[src/rtl/mac_feeder.sv]
// Feeds the mac input interface: pairs buffered matrix nonzeros with vector values,
// issues one product per cycle, tracks the row index and signals end-of-matrix.

module mac_feeder_fifo #(
  parameter int WIDTH      = 64,
  parameter int DEPTH      = 16,
  parameter int LOG2_DEPTH = 4
) (
  input  logic             clk,
  input  logic             rst,
  input  logic             push,
  input  logic [WIDTH-1:0] din,
  input  logic             pop,
  output logic [WIDTH-1:0] dout,
  output logic             empty,
  output logic             full
);
  logic [WIDTH-1:0]      mem [DEPTH];
  logic [LOG2_DEPTH-1:0] wr_ptr;
  logic [LOG2_DEPTH-1:0] rd_ptr;
  logic [LOG2_DEPTH:0]   count;
  logic                  do_push;
  logic                  do_pop;

  // full comes from start-of-cycle occupancy, so a same-cycle pop never frees a slot
  assign full    = (count == (LOG2_DEPTH+1)'(DEPTH));
  assign empty   = (count == '0);
  assign do_push = push & ~full;
  assign do_pop  = pop & ~empty;
  assign dout    = mem[rd_ptr];

  always_ff @(posedge clk) begin
    if (do_push) mem[wr_ptr] <= din;
  end

  always_ff @(posedge clk) begin
    if (rst) begin
      wr_ptr <= '0;
      rd_ptr <= '0;
      count  <= '0;
    end else begin
      if (do_push) wr_ptr <= wr_ptr + 1'b1;
      if (do_pop)  rd_ptr <= rd_ptr + 1'b1;
      case ({do_push, do_pop})
        2'b10:   count <= count + 1'b1;
        2'b01:   count <= count - 1'b1;
        default: count <= count;
      endcase
    end
  end
endmodule

// state   | meaning
// S_IDLE  | waiting for start; FIFOs still accept pushes
// S_RUN   | popping heads, issuing wr, advancing the row counter
// S_FLUSH | no pops, counting down while the mac pipeline drains
// S_EOF   | single-cycle eof pulse, then back to idle
module mac_feeder #(
  parameter int INTERMEDIATOR_DEPTH      = 1024,
  parameter int LOG2_INTERMEDIATOR_DEPTH = 10,
  parameter int FIFO_DEPTH               = 16,
  parameter int LOG2_FIFO_DEPTH          = 4,
  parameter int FLUSH_CYCLES             = 64
) (
  input  logic                                clk,
  input  logic                                rst,
  input  logic                                start,
  input  logic                                nz_push,
  input  logic [63:0]                         nz_val,
  input  logic                                nz_row_end,
  input  logic                                nz_empty_row,
  input  logic                                nz_last,
  output logic                                nz_full,
  input  logic                                vec_push,
  input  logic [63:0]                         vec_val,
  output logic                                vec_full,
  output logic                                wr,
  output logic [LOG2_INTERMEDIATOR_DEPTH-1:0] row,
  output logic [63:0]                         v0,
  output logic [63:0]                         v1,
  output logic                                eof,
  output logic                                busy
);
  localparam int FW = $clog2(FLUSH_CYCLES + 1);
  localparam logic [LOG2_INTERMEDIATOR_DEPTH-1:0] ROW_MAX =
    LOG2_INTERMEDIATOR_DEPTH'(INTERMEDIATOR_DEPTH - 1);

  typedef enum logic [1:0] {S_IDLE, S_RUN, S_FLUSH, S_EOF} state_t;

  state_t                              state;
  state_t                              next_state;
  logic [FW-1:0]                       flush_cnt;
  logic [LOG2_INTERMEDIATOR_DEPTH-1:0] row_cnt;

  logic [66:0] nz_head;
  logic        nz_empty;
  logic [63:0] vec_head;
  logic        vec_empty;
  logic        pop_nz;
  logic        pop_vec;
  logic        issue;
  logic        row_inc;

  logic        head_empty_row;
  logic        head_last;
  logic        head_row_end;
  logic [63:0] head_val;

  logic        wr_q;
  logic [LOG2_INTERMEDIATOR_DEPTH-1:0] row_q;
  logic [63:0] v0_q;
  logic [63:0] v1_q;

  mac_feeder_fifo #(
    .WIDTH(67), .DEPTH(FIFO_DEPTH), .LOG2_DEPTH(LOG2_FIFO_DEPTH)
  ) u_nz_fifo (
    .clk  (clk),
    .rst  (rst),
    .push (nz_push),
    .din  ({nz_empty_row, nz_last, nz_row_end, nz_val}),
    .pop  (pop_nz),
    .dout (nz_head),
    .empty(nz_empty),
    .full (nz_full)
  );

  mac_feeder_fifo #(
    .WIDTH(64), .DEPTH(FIFO_DEPTH), .LOG2_DEPTH(LOG2_FIFO_DEPTH)
  ) u_vec_fifo (
    .clk  (clk),
    .rst  (rst),
    .push (vec_push),
    .din  (vec_val),
    .pop  (pop_vec),
    .dout (vec_head),
    .empty(vec_empty),
    .full (vec_full)
  );

  assign {head_empty_row, head_last, head_row_end, head_val} = nz_head;

  always_ff @(posedge clk) begin
    if (rst) state <= S_IDLE;
    else     state <= next_state;
  end

  always_comb begin
    next_state = state;
    pop_nz     = 1'b0;
    pop_vec    = 1'b0;
    issue      = 1'b0;
    row_inc    = 1'b0;
    case (state)
      S_IDLE: begin
        if (start) next_state = S_RUN;
      end
      S_RUN: begin
        if (!nz_empty) begin
          // an empty-row marker only advances the row; it never consumes a vector value
          if (head_empty_row) begin
            pop_nz  = 1'b1;
            row_inc = 1'b1;
            if (head_last) next_state = S_FLUSH;
          end else if (!vec_empty) begin
            pop_nz  = 1'b1;
            pop_vec = 1'b1;
            issue   = 1'b1;
            row_inc = head_row_end;
            if (head_last) next_state = S_FLUSH;
          end
        end
      end
      S_FLUSH: begin
        if (flush_cnt == '0) next_state = S_EOF;
      end
      S_EOF: begin
        next_state = S_IDLE;
      end
      default: next_state = S_IDLE;
    endcase
  end

  always_ff @(posedge clk) begin
    if (rst) begin
      flush_cnt <= '0;
    end else if (state == S_RUN && next_state == S_FLUSH) begin
      flush_cnt <= FW'(FLUSH_CYCLES);
    end else if (state == S_FLUSH && flush_cnt != '0) begin
      flush_cnt <= flush_cnt - 1'b1;
    end
  end

  always_ff @(posedge clk) begin
    if (rst) begin
      row_cnt <= '0;
    end else if (state == S_IDLE && start) begin
      row_cnt <= '0;
    end else if (row_inc) begin
      row_cnt <= (row_cnt == ROW_MAX) ? '0 : row_cnt + 1'b1;
    end
  end

  // row/v0/v1 hold the last issued product while wr is low
  always_ff @(posedge clk) begin
    if (rst) begin
      wr_q  <= 1'b0;
      row_q <= '0;
      v0_q  <= '0;
      v1_q  <= '0;
    end else begin
      wr_q <= issue;
      if (issue) begin
        row_q <= row_cnt;
        v0_q  <= head_val;
        v1_q  <= vec_head;
      end
    end
  end

  assign wr   = wr_q;
  assign row  = row_q;
  assign v0   = v0_q;
  assign v1   = v1_q;
  assign eof  = (state == S_EOF);
  assign busy = (state != S_IDLE);
endmodule
[config.mk]
export PLATFORM = sky130hd
export DESIGN_NAME = mac_feeder
export DESIGN_NICKNAME = d
export VERILOG_FILES = /design/src/rtl/mac_feeder.sv
export SDC_FILE = /design/constraint.sdc
export NUM_CORES = 2
export LEC_CHECK = 0
export CORE_AREA = 4 4 511 361
export DETAILED_ROUTE_END_ITERATION = 10
export DIE_AREA = 0 0 515 365
export PLACE_DENSITY = 0.64
export SYNTH_ARGS = -nofsm -noshare
export SYNTH_HDL_FRONTEND = slang
export SYNTH_SLANG_ARGS = --single-unit
[constraint.sdc]
create_clock -name clk -period 13.95 [get_ports clk]
set_clock_uncertainty 0.1 [all_clocks]
set_input_delay 2.0925 -clock clk [delete_from_list [all_inputs] [get_ports clk]]
set_output_delay 2.0925 -clock clk [all_outputs]
set_load 0.01 [all_outputs]
==> metrics.md <==
| Metric | Value |
|---|---|
| Leak pwr | 29.44 nW |
| Outcome | finished clean |
| Drt total wl | 192,200 um |
| Number of vias per cell | slightly below 6 |
| F_max | between 150 and 200 MHz |
| Crit share post-route | 39.85% |
| Sequential fraction of the synthesis area | 77.65% |
| Crit path time final | between 5 and 6 ns |
| Synth Register Bits | around 2,300 |
| First DRT Iteration DRCs | a little under 4,000 |
| GRT overflow | 0 |
| Ratio of cells with drive above 1 in the final layout | 24.16% |
| Slew at the pin closest to its max-slew limit | ~1.3 ns |
| RePlAce Congestion | 0.7484 |
| Max Cap Violations | 0 |
| CTS HTree Levels | 4 |
| Worst EP arrival | about 6 ns |
| WL per Instance | 28.33 um |
| Crit Path Class | primary input to register |
| Post-synth top area cell | edfxtp_1 |
| Initial antenna violation count | 11 |
| Core Region | 0.1791 mm^2 |
| CTS hold repair buffers | 0 |
| First-pass GRT wire length | 282,300 um |
| Vias in the first global route | between 40,000 and 50,000 |
| WP depth | 6 |
| Top_reg_cell synth | edfxtp_1 |
| Clock Latency Late Sink | 0.81 ns |
| Die width | 515 um |
| Post-Syn Area | 0.08590 mm^2 |
| Final Hold Vio Count | 0 |
| Die Y | around 370 um |
| Final instance area | 0.09829 mm^2 |
| Worst vdd ir | 114.3 uV |
| Area delta synth->final | 14.43% |
| Clock Root Buffer | clkbuf_16 |
| Endpoints failing setup | 0 |
| Crit path max-delay family | simple AND/OR/NAND/NOR gates |
| Fin nets | 4,373 |
| Post-synth net total | 4,029 |
| Port bufs | roughly 280 |
| Slowest cell on crit path | nor2_4 |
| CTS tree | done |
| GRT Total Usage | just over 20% |
| Buf/Inv on CP | 3 |
| Setup tns final | 0 ns |
| Top-area cell type share of the netlist area | 73.27% |
| Row cnt | 130 |
| Slew HR | 12.72% |
| Pin count of the biggest net entering global routing | 103 |
| Reg2Reg Depth | 11 |
| Total CTS buffers | about 210 |
| Setup Fix Bufs, Post-CTS | 0 |
| CP Max Fanout | 38 |
| Boundary Pins | 279 |
| Max Slew Vio Count | 0 |
| Post-synth EDFFs | 2,096 |
| TritonCTS Sinks | 2,284 |
| CP max stage delay | 1.03 ns |
| Post_cts resized | 0 |
| Worst-path clk slew | 0.06 ns |
| Ranking of synthesized cells by area | edfxtp_1 (73%), mux4_2 (17%), dfxtp_1 (4.4%) |
| Starting Density | 47.97% |
| Clk buf depth | 3 |
| Dpl cell area | 0.09157 mm^2 |
| Worst hold path depth | 2 |
| Drt pass-1 iters | 5 |
| Count of unique library cells instantiated by Yosys | 54 |
| RSZ-0062 raised after global routing | false |
| Die area | roughly 0.19 mm^2 |
| Hold Crit Class | register to register |
| Gate Count Post-Synth | 3,873 |
| Syn Area/Cell | 22.18 um^2 |
| Startpoint Class | primary input |
| Post-DP HPWL | between 100,000 and 150,000 um |
| Ys Warns | 0 |
| CP required | 14.28 ns |
| Remaining antenna violation count | 0 |
| DRC Markers | 0 |
| Vias after detailed routing | between 30,000 and 40,000 |
| CP Capture Type | register |
| CP cell instances | clkdlybuf4s50_1 -> inv_1 -> a21oi_1 -> nand2_1 -> nor2_4 -> buf_4 |
| FFs w/ async S/R, synth | 0% |
| PwrDens | 145.5 mW/mm^2 |
==> cells by family after synthesis <==
family                   synth area share, %
flip-flops                             77.65
multiplexers                           17.24
AND/OR/NAND/NOR                        2.198
buffers and inverters                  1.138
AO/OA/AOI/OAI                          1.206
XOR/XNOR                              0.2651
adder cells (fa/ha/maj)               0.3001
==> synth_stat cells, drive strengths merged, types with 3 or more instances <==
cell type and n:
nand4 9, clkbuf 118, nor2b 4, nor3 18, a21o 5, and2 4, o21ai 9, or4 3
edfxtp 2096, xor2 14, nand2b 7, dfxtp 188, nor2 74, inv 21, ha 19, xnor2 12
buf 93, mux2i 7, a21oi 159, mux2 3, nand2 308, nor3b 3, mux4 653, and3 5
nand3 14
==> per-stage QoR <==
stage	cells	power [mW]	utilization [%]	setup slack [ns]	hold slack, ns
floorplan	3873	8.496	-	5.894	0.3319
global placement	6383	8.873	51.13	7.513	0.3427
detailed placement	6383	8.885	51.13	7.505	0.3478
CTS	6775	14.46	54.88	8.361	0.3564
global route	6778	14.84	54.88	8.142	0.3691
finish	6782	14.30	54.89	8.391	0.3531
==> flip-flops by register name, indices dropped and copies added, names as in the netlist, named ones only <==
name	flops
u_vec_fifo.rd_ptr	4
u_vec_fifo.mem	1024
flush_cnt	7
row	10
u_vec_fifo.wr_ptr	4
u_nz_fifo.wr_ptr	4
u_nz_fifo.count	5
u_nz_fifo.rd_ptr	4
u_vec_fifo.count	5
row_cnt	10
wr	1
v0	64
v1	64
state	2
u_nz_fifo.mem	1072
==> final timing paths <==
kind | startpoint | end | slack (ns)
worst max register to register | register | u_nz_fifo.count[4] | 9.07
worst min register to register | v0[50] | v0[50] | 0.35
worst max-delay path | nz_push | u_nz_fifo.mem[15][48] | 8.39
worst min-delay path | v0[50] | v0[50] | 0.35
==> worst min-delay path: stages (launching register included) <==
cell,delay (ns)
dfxtp_1,0.31
nand2_1,0.05
a21oi_1,0.05
==> metal layers <==
| layer | vias to the layer above | GRT usage, % | wire, um | share of wire, % |
|---|---|---|---|---|
| li1 | 16760 | - | - | - |
| met1 | 21540 | 32.20 | 87820 | 46 |
| met2 | 1348 | 30.35 | 88030 | 46 |
| met3 | 239 | 3.683 | 12490 | 6.5 |
| met4 | 4 | 4.882 | 3800 | 2.0 |
| met5 | - | 0 | 21 | 0.011 |
==> power by group <==
| group | internal (mW) | total (mW) | switching (mW) |
|---|---|---|---|
| combinational | 0.518 | 1.06 | 0.546 |
| clock | 3.12 | 5.59 | 2.48 |
| sequential | 7.58 | 7.65 | 0.0670 |
| total | 11.2 | 14.3 | 3.09 |
==> cells in the final DEF (no fill, tap or decap), types with 5 or more instances in the layout <==
cell	instances
a21o_1	5
a21oi_1	157
and3_1	5
buf_4	64
bufinv_16	12
clkbuf_1	63
clkbuf_16	211
clkbuf_8	19
clkdlybuf4s50_1	277
clkinv_1	41
clkinv_2	29
dfxtp_1	180
dfxtp_4	8
diode_2	7
edfxtp_1	2096
ha_1	19
inv_1	20
mux2i_1	7
mux4_2	653
nand2_1	306
nand2b_1	7
nand3_1	14
nand4_1	9
nor2_1	50
nor2_4	24
nor3_1	10
nor3_2	8
o21ai_0	8
xnor2_1	12
xor2_1	14
==> cell type report <==
class	count	area, um^2
fillers	13300	80790
flip-flops and latches	2284	66730
multi-input cells	1357	18450
clock buffers	292	5764
repair buffers	345	3327
well taps	2376	2973
clock inverters	100	944.7
inverters	21	86.33
diodes	7	17.52
No activity file was read; power rests on OpenSTA's default activity.
